===== src/rtl/bidir_bus_arbiter_pkg.sv =====
// Shared definitions for the bidirectional bus arbiter and the pad-level
// logic around it: FSM state encodings and the owner-index width helper.
package bidir_bus_arbiter_pkg;

    // Arbiter states; pad-level modules decode these directly.
    typedef enum logic [1:0] {
        IDLE  = 2'd0,
        GRANT = 2'd1,
        TURN  = 2'd2
    } arb_state_e;

    // Width of an owner index; never narrower than one bit.
    function automatic int ow_width(input int n);
        return (n <= 2) ? 1 : $clog2(n);
    endfunction

endpackage


===== src/rtl/bidir_bus_arbiter_rr_pick.sv =====
// Combinational round-robin picker: finds the first asserted request at or
// after the start index, wrapping past the top back to requester 0.
module bidir_bus_arbiter_rr_pick
    import bidir_bus_arbiter_pkg::*;
#(
    parameter int N_REQ = 4,
    parameter int OW    = ow_width(N_REQ)
) (
    input  logic [N_REQ-1:0] req,
    input  logic [OW-1:0]    start,
    output logic             valid,
    output logic [OW-1:0]    winner,
    output logic [N_REQ-1:0] winner_onehot
);

    // Scan farthest-to-nearest so the requester closest to start wins.
    always_comb begin
        int          pos;
        logic [OW-1:0] pos_idx;
        valid         = 1'b0;
        winner        = '0;
        winner_onehot = '0;
        pos           = 0;
        pos_idx       = '0;
        for (int i = N_REQ - 1; i >= 0; i--) begin
            pos = int'(start) + i;
            if (pos >= N_REQ) begin
                pos = pos - N_REQ;
            end
            pos_idx = OW'(pos);
            if (req[pos_idx]) begin
                valid                  = 1'b1;
                winner                 = pos_idx;
                winner_onehot          = '0;
                winner_onehot[pos_idx] = 1'b1;
            end
        end
    end

endmodule


===== src/rtl/bidir_bus_arbiter.sv =====
// Round-robin owner arbiter for one shared tristate line. Grants the line,
// drives the pad output enable, inserts a high-Z turnaround between owners
// and forces release after MAX_HOLD cycles of continuous ownership.
module bidir_bus_arbiter
    import bidir_bus_arbiter_pkg::*;
#(
    parameter int N_REQ    = 4,
    parameter int TURN_CYC = 1,
    parameter int MAX_HOLD = 16
) (
    input  logic                        clk,
    input  logic                        rst,
    input  logic [N_REQ-1:0]            req,
    input  logic [N_REQ-1:0]            done,
    output logic [N_REQ-1:0]            grant,
    output logic [ow_width(N_REQ)-1:0]  owner,
    output logic                        output_enable,
    output logic                        busy,
    output logic                        timeout
);

    localparam int OW = ow_width(N_REQ);
    localparam int HW = $clog2(MAX_HOLD + 1);
    localparam int TW = $clog2(TURN_CYC + 1);

    localparam logic [OW-1:0] LAST_IDX  = OW'(N_REQ - 1);
    localparam logic [HW-1:0] HOLD_MAX  = HW'(MAX_HOLD);
    localparam logic [TW-1:0] TURN_LAST = TW'(TURN_CYC - 1);

    arb_state_e        state;
    logic [HW-1:0]     hold_cnt;
    logic [TW-1:0]     turn_cnt;

    logic [OW-1:0]     rr_start;
    logic              pick_valid;
    logic [OW-1:0]     pick_idx;
    logic [N_REQ-1:0]  pick_onehot;

    logic [HW-1:0]     hold_nxt;
    logic              hold_limit;
    logic              release_now;
    logic              turn_last;

    // Search begins just past the last owner so it gets lowest priority.
    assign rr_start = (owner == LAST_IDX) ? '0 : owner + 1'b1;

    bidir_bus_arbiter_rr_pick #(
        .N_REQ (N_REQ),
        .OW    (OW)
    ) u_rr_pick (
        .req           (req),
        .start         (rr_start),
        .valid         (pick_valid),
        .winner        (pick_idx),
        .winner_onehot (pick_onehot)
    );

    // Release when the owner is done, stops requesting, or hits the hold cap.
    always_comb begin
        hold_nxt    = hold_cnt + 1'b1;
        hold_limit  = (hold_nxt == HOLD_MAX);
        release_now = done[owner] | ~req[owner] | hold_limit;
        turn_last   = (turn_cnt == TURN_LAST);
    end

    // Ownership FSM; every output is a flop so the pad enable cannot glitch
    // and reset removes the drive immediately.
    always_ff @(posedge clk or posedge rst) begin
        if (rst) begin
            state         <= IDLE;
            grant         <= '0;
            owner         <= LAST_IDX;
            output_enable <= 1'b0;
            busy          <= 1'b0;
            timeout       <= 1'b0;
            hold_cnt      <= '0;
            turn_cnt      <= '0;
        end else begin
            timeout <= 1'b0;
            case (state)
                IDLE: begin
                    if (pick_valid) begin
                        state         <= GRANT;
                        grant         <= pick_onehot;
                        owner         <= pick_idx;
                        output_enable <= 1'b1;
                        busy          <= 1'b1;
                        hold_cnt      <= '0;
                    end
                end
                GRANT: begin
                    if (release_now) begin
                        state         <= TURN;
                        grant         <= '0;
                        output_enable <= 1'b0;
                        busy          <= 1'b1;
                        turn_cnt      <= '0;
                        timeout       <= hold_limit;
                    end else begin
                        hold_cnt <= hold_nxt;
                    end
                end
                TURN: begin
                    if (turn_last) begin
                        if (pick_valid) begin
                            state         <= GRANT;
                            grant         <= pick_onehot;
                            owner         <= pick_idx;
                            output_enable <= 1'b1;
                            busy          <= 1'b1;
                            hold_cnt      <= '0;
                        end else begin
                            state <= IDLE;
                            busy  <= 1'b0;
                        end
                    end else begin
                        turn_cnt <= turn_cnt + 1'b1;
                    end
                end
                default: begin
                    state         <= IDLE;
                    grant         <= '0;
                    output_enable <= 1'b0;
                    busy          <= 1'b0;
                end
            endcase
        end
    end

endmodule

===== config.mk =====
export PLATFORM = sky130hd
export DESIGN_NAME = bidir_bus_arbiter
export DESIGN_NICKNAME = d
export VERILOG_FILES = /design/src/rtl/bidir_bus_arbiter_pkg.sv /design/src/rtl/bidir_bus_arbiter_rr_pick.sv /design/src/rtl/bidir_bus_arbiter.sv
export SDC_FILE = /design/constraint.sdc
export NUM_CORES = 1
export LEC_CHECK = 0
export CAP_MARGIN = 20
export CORE_MARGIN = 2
export CORE_UTILIZATION = 40
export CTS_CLUSTER_SIZE = 25
export DETAILED_ROUTE_END_ITERATION = 10
export GPL_ROUTABILITY_DRIVEN = 0
export GPL_TIMING_DRIVEN = 0
export SKIP_LAST_GASP = 1
export SLEW_MARGIN = 10
export SYNTH_ARGS = -nofsm -noshare
export SYNTH_HDL_FRONTEND = slang
export SYNTH_HIERARCHICAL = 1
export SYNTH_SLANG_ARGS = --single-unit

===== constraint.sdc =====
create_clock -name clk -period 3.06 [get_ports clk]
set_input_delay 0.306 -clock clk [delete_from_list [all_inputs] [get_ports clk]]
set_output_delay 0.306 -clock clk [all_outputs]
set_load 0.02 [all_outputs]

## Word level (Yosys, flattened, before mapping)

Cells that the tools add are included.

| word-level totals | value |
|---|---|
| logic and storage cells | 121 |
| bits in read-only memories | 0 |
| memory bits (writable) | 0 |
| output and inout port bits | 9 |
| bits of input ports | 10 |
| bits in latches | 0 |
| flip-flop bits (word level) | 17 |
| memories | 0 |

| cells by class | value |
|---|---|
| multiply operators | 0 |
| bitwise operators | 3 |
| muxes and demuxes | 66 |
| $add $sub $neg | 10 |
| order comparisons | 13 |
| reduce and logical (&&, ||, !) cells | 13 |
| shift-type cells | 0 |
| divide/modulo/power cells | 0 |
| equality and inequality tests | 8 |

Operators with widths:

| kind | number |
|---|---|
| 2-bit two-way mux | 14 |
| 4-bit two-way mux | 7 |
| 1-bit two-way mux | 25 |
| 2-bit by 3-bit less-than comparator with 1-bit output, second input constant | 5 |
| 5-bit two-way mux | 3 |
| 5-bit one-hot mux with 3 select lines | 1 |
| 1-bit binary-select mux with 2-bit select | 6 |
| 4-bit one-hot mux with 3 select lines | 1 |
| 3-bit >= comparator, second input constant | 3 |
| 1-bit demux with 2-bit select | 4 |
| 2-bit by 1-bit >= comparator with 1-bit output, second input constant | 4 |
| 2-bit inequality test, second input constant | 4 |
| 2-bit by 1-bit subtractor with 2-bit output, second input constant | 4 |
| 2-bit by 2-bit adder with 3-bit output, second input constant | 2 |
| 1-bit one-hot mux with 3 select lines | 2 |
| 2-bit one-hot mux with 3 select lines | 1 |
| 2-bit AND reduction | 3 |
| 3-bit AND reduction | 2 |
| 5-bit by 1-bit adder with 5-bit output, second input constant | 1 |
| 5-bit equality test, second input constant | 1 |
| 2-bit equality test, second input constant | 2 |
| 1-bit logical AND | 4 |
| 2-bit one-hot mux with 2 select lines | 1 |
| 2-bit nonzero test | 2 |
| other kinds (10) | 11 |

## Depth between registers and ports, before layout

| depth | value |
|---|---|
| depth after elaboration | 16 |
| gate-level depth with buffers | 11 |
| depth with buffers taken out | 10 |

## Cells and area by module

The synthesis kept the hierarchy.

Modules (own cells, without submodules):

| module | area an instance (um2) | times used | cells an instance |
|---|---|---|---|
| bidir_bus_arbiter | 823.3 | 1 | 81 |
| bidir_bus_arbiter_rr_pick | 524.3 | 1 | 68 |

## Least setup slack after synthesis

No wires, ideal clock.

| timing path | value |
|---|---|
| kind | register -> register |
| start point | reg owner[0] |
| end point | reg grant[0] |
| cell stages (with the launch flop) | 12 |
| period minus slack after synthesis | 2.802 ns |
| slack | 0.258 ns |
| data arrival time | 2.663 ns |
| setup time | 0.139 ns |
| cell sequence | dfstp_2 ha_1 nor2_1 inv_1 ha_1 buf_6 mux2_4 and2_1 o21ai_0 a41oi_1 mux2i_1 o22ai_1 |

| between the ends | value |
|---|---|
| word-level cells in the longest chain between the ends | 16 |
| elaborated cells on any way between the ends | 66 |

RTL lines:

| item | RTL line | text |
|---|---|---|
| from (decl) | bidir_bus_arbiter.sv:16 | `output logic [ow_width(N_REQ)-1:0] owner,` |
| from (signal assigned) | bidir_bus_arbiter.sv:85 | `owner <= pick_idx;` |
| from (signal assigned) | bidir_bus_arbiter.sv:108 | `owner <= pick_idx;` |
| 2-bit by 1-bit adder with 2-bit output or 2-bit equality test (tied branches) | bidir_bus_arbiter.sv:45 | `assign rr_start = (owner == LAST_IDX) ? '0 : owner + 1'b1;` |
| 2-bit two-way mux (*) | bidir_bus_arbiter.sv:45 |  |
| named net rr_start[0] | bidir_bus_arbiter.sv:34 | `logic [OW-1:0] rr_start;` |
| 2-bit by 2-bit adder with 3-bit output | bidir_bus_arbiter_rr_pick.sv:26 | `pos = int'(start) + i;` |
| 3-bit >= comparator or 2-bit by 1-bit subtractor with 2-bit output (tied branches) | bidir_bus_arbiter_rr_pick.sv:27, bidir_bus_arbiter_rr_pick.sv:28 |  |
| 2-bit two-way mux | bidir_bus_arbiter_rr_pick.sv:27 | `if (pos >= N_REQ) begin` |
| 2-bit by 3-bit less-than comparator with 1-bit output (not written as such) or 2-bit by 1-bit >= comparator with 1-bit output (tied branches) | bidir_bus_arbiter_rr_pick.sv:35 | `winner_onehot[pos_idx] = 1'b1;` |
| 1-bit logical AND (not written as such) | bidir_bus_arbiter_rr_pick.sv:35 |  |
| 1-bit two-way mux (not written as such) | bidir_bus_arbiter_rr_pick.sv:35 |  |
| 1-bit demux with 2-bit select | -- |  |
| 4-bit two-way mux (3 in series) | bidir_bus_arbiter_rr_pick.sv:31 | `if (req[pos_idx]) begin` |
| 4-bit two-way mux (*) | bidir_bus_arbiter_rr_pick.sv:31 |  |
| named net pick_onehot[0] | bidir_bus_arbiter.sv:37 | `logic [N_REQ-1:0] pick_onehot;` |
| 4-bit two-way mux (*) | bidir_bus_arbiter.sv:82, bidir_bus_arbiter.sv:105 |  |
| 4-bit two-way mux | bidir_bus_arbiter.sv:104 | `if (turn_last) begin` |
| 4-bit one-hot mux with 3 select lines (*) | bidir_bus_arbiter.sv:80 | `case (state)` |
| to (signal assigned) | bidir_bus_arbiter.sv:84 | `grant <= pick_onehot;` |
| to (signal assigned) | bidir_bus_arbiter.sv:107 | `grant <= pick_onehot;` |
| to (decl) | bidir_bus_arbiter.sv:15 | `output logic [N_REQ-1:0] grant,` |

The timed path passes the listed nets; every way through them passes the cells marked *. The select of a mux whose other input is x is not followed.
A chain may end at the register's enable or synchronous reset.

## Worst setup path in the final report

| timing path | value |
|---|---|
| start point | reg owner[0] |
| end point | reg grant[2] |

The elaborated chain is that of the path after synthesis.

==> run summary <==
Initial antenna violation count - 0
Setup bufs post-CTS - 0
Port Buffer Count - 18
Synth area leaders - dfrtp_1 26%, ha_1 9.3%, dfstp_2 3.9%
Arr. time, crit path - 3.07 ns
Number of global-route vias before repair - 1,055
VDD IR max - 0.561 mV
Layout Nets - 192
Overall Global Routing Usage - 0.168
Final design utilization - 0.494
CP Max Fanout - 10
Worst-path clk slew - 0.10 ns
GRT overflow - 0
Critical Setup Path Class - flip-flop to flip-flop
Status - completed
Asr flop ratio synth - 1.00
Synth cell types - 45
Max-Slew Margin vs Limit - 0.592
Vert. Die Dim - 62.0 um
Crit path cell chain - ha_1, nor2_2, inv_1, ha_1, buf_6, mux2_4, and2_1, o21ai_0, a41oi_1, a22o_1
IO Pins - 19
Routed wire length - 3030 um
Initial DRC Count - 75
Total number of vias - 1,236
Maxcap violations - 0
1st-pass router iterations - 4
Syn Nets - 169
Area fraction of the dominant cell type after synthesis - 0.260
Final min period - 2.89 ns
Main flop type after synthesis - dfrtp_1
TritonCTS sink count - 16
Most frequent CP cell - ha_1
CP max-delay cell - dfstp_2
Fmax - 346 MHz
Unrepaired setup endpoints after global routing - false
Chip width - 62.0 um
Critical Path RT - 3.24 ns
Avg Cell Area, Syn - 9.04 um^2
Antenna cells - 0
Pleak - 0.680 nW
Die area - 3850 um^2
Fin crit share - 0.944
Cell taking the most area after synthesis - dfrtp_1
Syn Std Cell Area - 1350 um^2
Post-synth EDFFs - 0
Worst hold-check path type - input pin to asynchronous set/reset pin
CP endpoint kind - flip-flop
Place WS - -0.0308 ns
Clock Latency Late Sink - 0.28 ns
Setup TNS - 0 ns
Effective utilization at floorplan - 0.410
Post-synthesis cell count - 149
CTS resizes - 1
Worst Path Buf+Inv - 2
Worst Skew - 0.00295 ns
# fillers - 325
Vias per inst - 5.70
H-tree Lvls - 1
Final Hold Slack - 0.385 ns
Drt wl/cell - 14.0 um
CP max stage delay - 0.41 ns
Cts hold-fix bufs - 0
CP delay by family, top - adder cells
Setup WS post-layout - 0.172 ns
Endpoints failing setup - 0
Final Hold Vio Count - 0
Least-Margin Pin Slew - 0.611 ns
CTS Buffer Depth - 2
Crit start category - flip-flop
Cts bufs inserted - 3
HPWL Detailed - 2270 um
Root buffer cell - clkbuf_4
CTS tree - yes
Core Area - 3280 um^2
Synth warn - 6
Largest net degree at the start of global routing - 17
ANT nets after route - 0
Sequential element share of the synthesized area - 0.299
Pins Over Slew Limit - 0
P&R area growth vs syn - 20.5%
Share of layout cells above drive strength 1 - 0.135
# rows - 21
Seq cells post-synth - 16
DR DRC count - 0
Pwr/cell area - 1130 nW/um^2
Post-synth top cells - 14 x dfrtp_1, 14 x nor2_1, 13 x nand2_1, 10 x ha_1, 10 x o21ai_0
First-pass GRT wire length - 4910 um
final cells by class:
| cell class | instances | area (um^2) | share of cell area |
|---|---|---|---|
| multi-input cells | 120 | 888 | 0.547 |
| flip-flops and latches | 16 | 403 | 0.248 |
| repair buffers | 18 | 180 | 0.111 |
| well taps | 46 | 57.6 | 0.0354 |
| clock buffers | 4 | 36.3 | 0.0223 |
| inverters | 8 | 30.0 | 0.0185 |
| plain buffers | 5 | 28.8 | 0.0177 |
stage by stage:
step | instance area, um^2 | total power, mW | instances
5_1_grt | 1620 | 2.01 | 217
2_1_floorplan | 1350 | 1.37 | 149
3_5_place_dp | 1590 | 1.68 | 213
3_3_place_gp | 1590 | 1.65 | 213
6_report | 1620 | 1.84 | 217
4_1_cts | 1620 | 1.84 | 217
kinds of logic (layout without fill, tap and decap cells):
| logic type | count (synthesis) | count (layout) | synth area share |
|---|---|---|---|
| fa+ha+maj | 10 | 10 | 0.0929 |
| mux | 10 | 10 | 0.109 |
| flops | 16 | 16 | 0.299 |
| buf+inv | 13 | 35 | 0.0436 |
| compound gates | 44 | 44 | 0.242 |
| simple gates | 56 | 56 | 0.214 |
power by group:
| part | internal (mW) | switching (mW) |
|---|---|---|
| logic | 0.578 | 0.777 |
| registers | 0.289 | 0.0590 |
| clock network | 0.0724 | 0.0667 |
| total | 0.940 | 0.903 |
registers in the layout (all words and copies together) (netlist names):
register,flops
busy,1
grant,4
hold_cnt,5
output_enable,1
owner,2
state,2
timeout,1
placed cells by master (no fill, tap or decap), types with 2 or more instances in the layout:
| master | Yosys | final |
|---|---|---|
| nor2_1 | 14 | 13 |
| clkdlybuf4s50_1 | 0 | 18 |
| o21ai_0 | 10 | 10 |
| nand2b_1 | 2 | 2 |
| a21oi_1 | 8 | 8 |
| clkbuf_4 | 0 | 3 |
| dfrtp_1 | 14 | 14 |
| nand2_1 | 13 | 13 |
| mux2i_4 | 2 | 2 |
| buf_2 | 2 | 2 |
| mux2_2 | 3 | 3 |
| nand4_1 | 4 | 4 |
| a211o_1 | 2 | 2 |
| a41oi_1 | 4 | 4 |
| mux2i_1 | 3 | 3 |
| a22o_1 | 3 | 3 |
| clkbuf_1 | 2 | 2 |
| or3_1 | 2 | 2 |
| nor2b_1 | 6 | 6 |
| o211ai_1 | 7 | 7 |
| and2_1 | 2 | 2 |
| nand3_1 | 5 | 5 |
| dfstp_2 | 2 | 2 |
| inv_1 | 7 | 7 |
| ha_1 | 10 | 10 |
path summary, 6_finish.rpt:
path	slack [ns]	end	from	depth (start not counted)
setup / recovery	0.17	grant[2]	owner[0]	10
hold / removal	0.38	output_enable	rst	2
setup reg to reg	0.17	grant[2]	owner[0]	10
hold reg to reg	0.49	owner[1]	owner[1]	2
max in group asynchronous	2.28	hold_cnt[0]	rst	2
min in group clk	0.49	owner[1]	owner[1]	2
routing by layer:
layer  vias up  GRT usage  wire length, um
li1        598          -                -
met1       587      0.242             1440
met2        47      0.268             1410
met3         4     0.0435              157
met4         0    0.00912               23
met5         -          0                0
No activity file was read; power rests on OpenSTA's default activity.
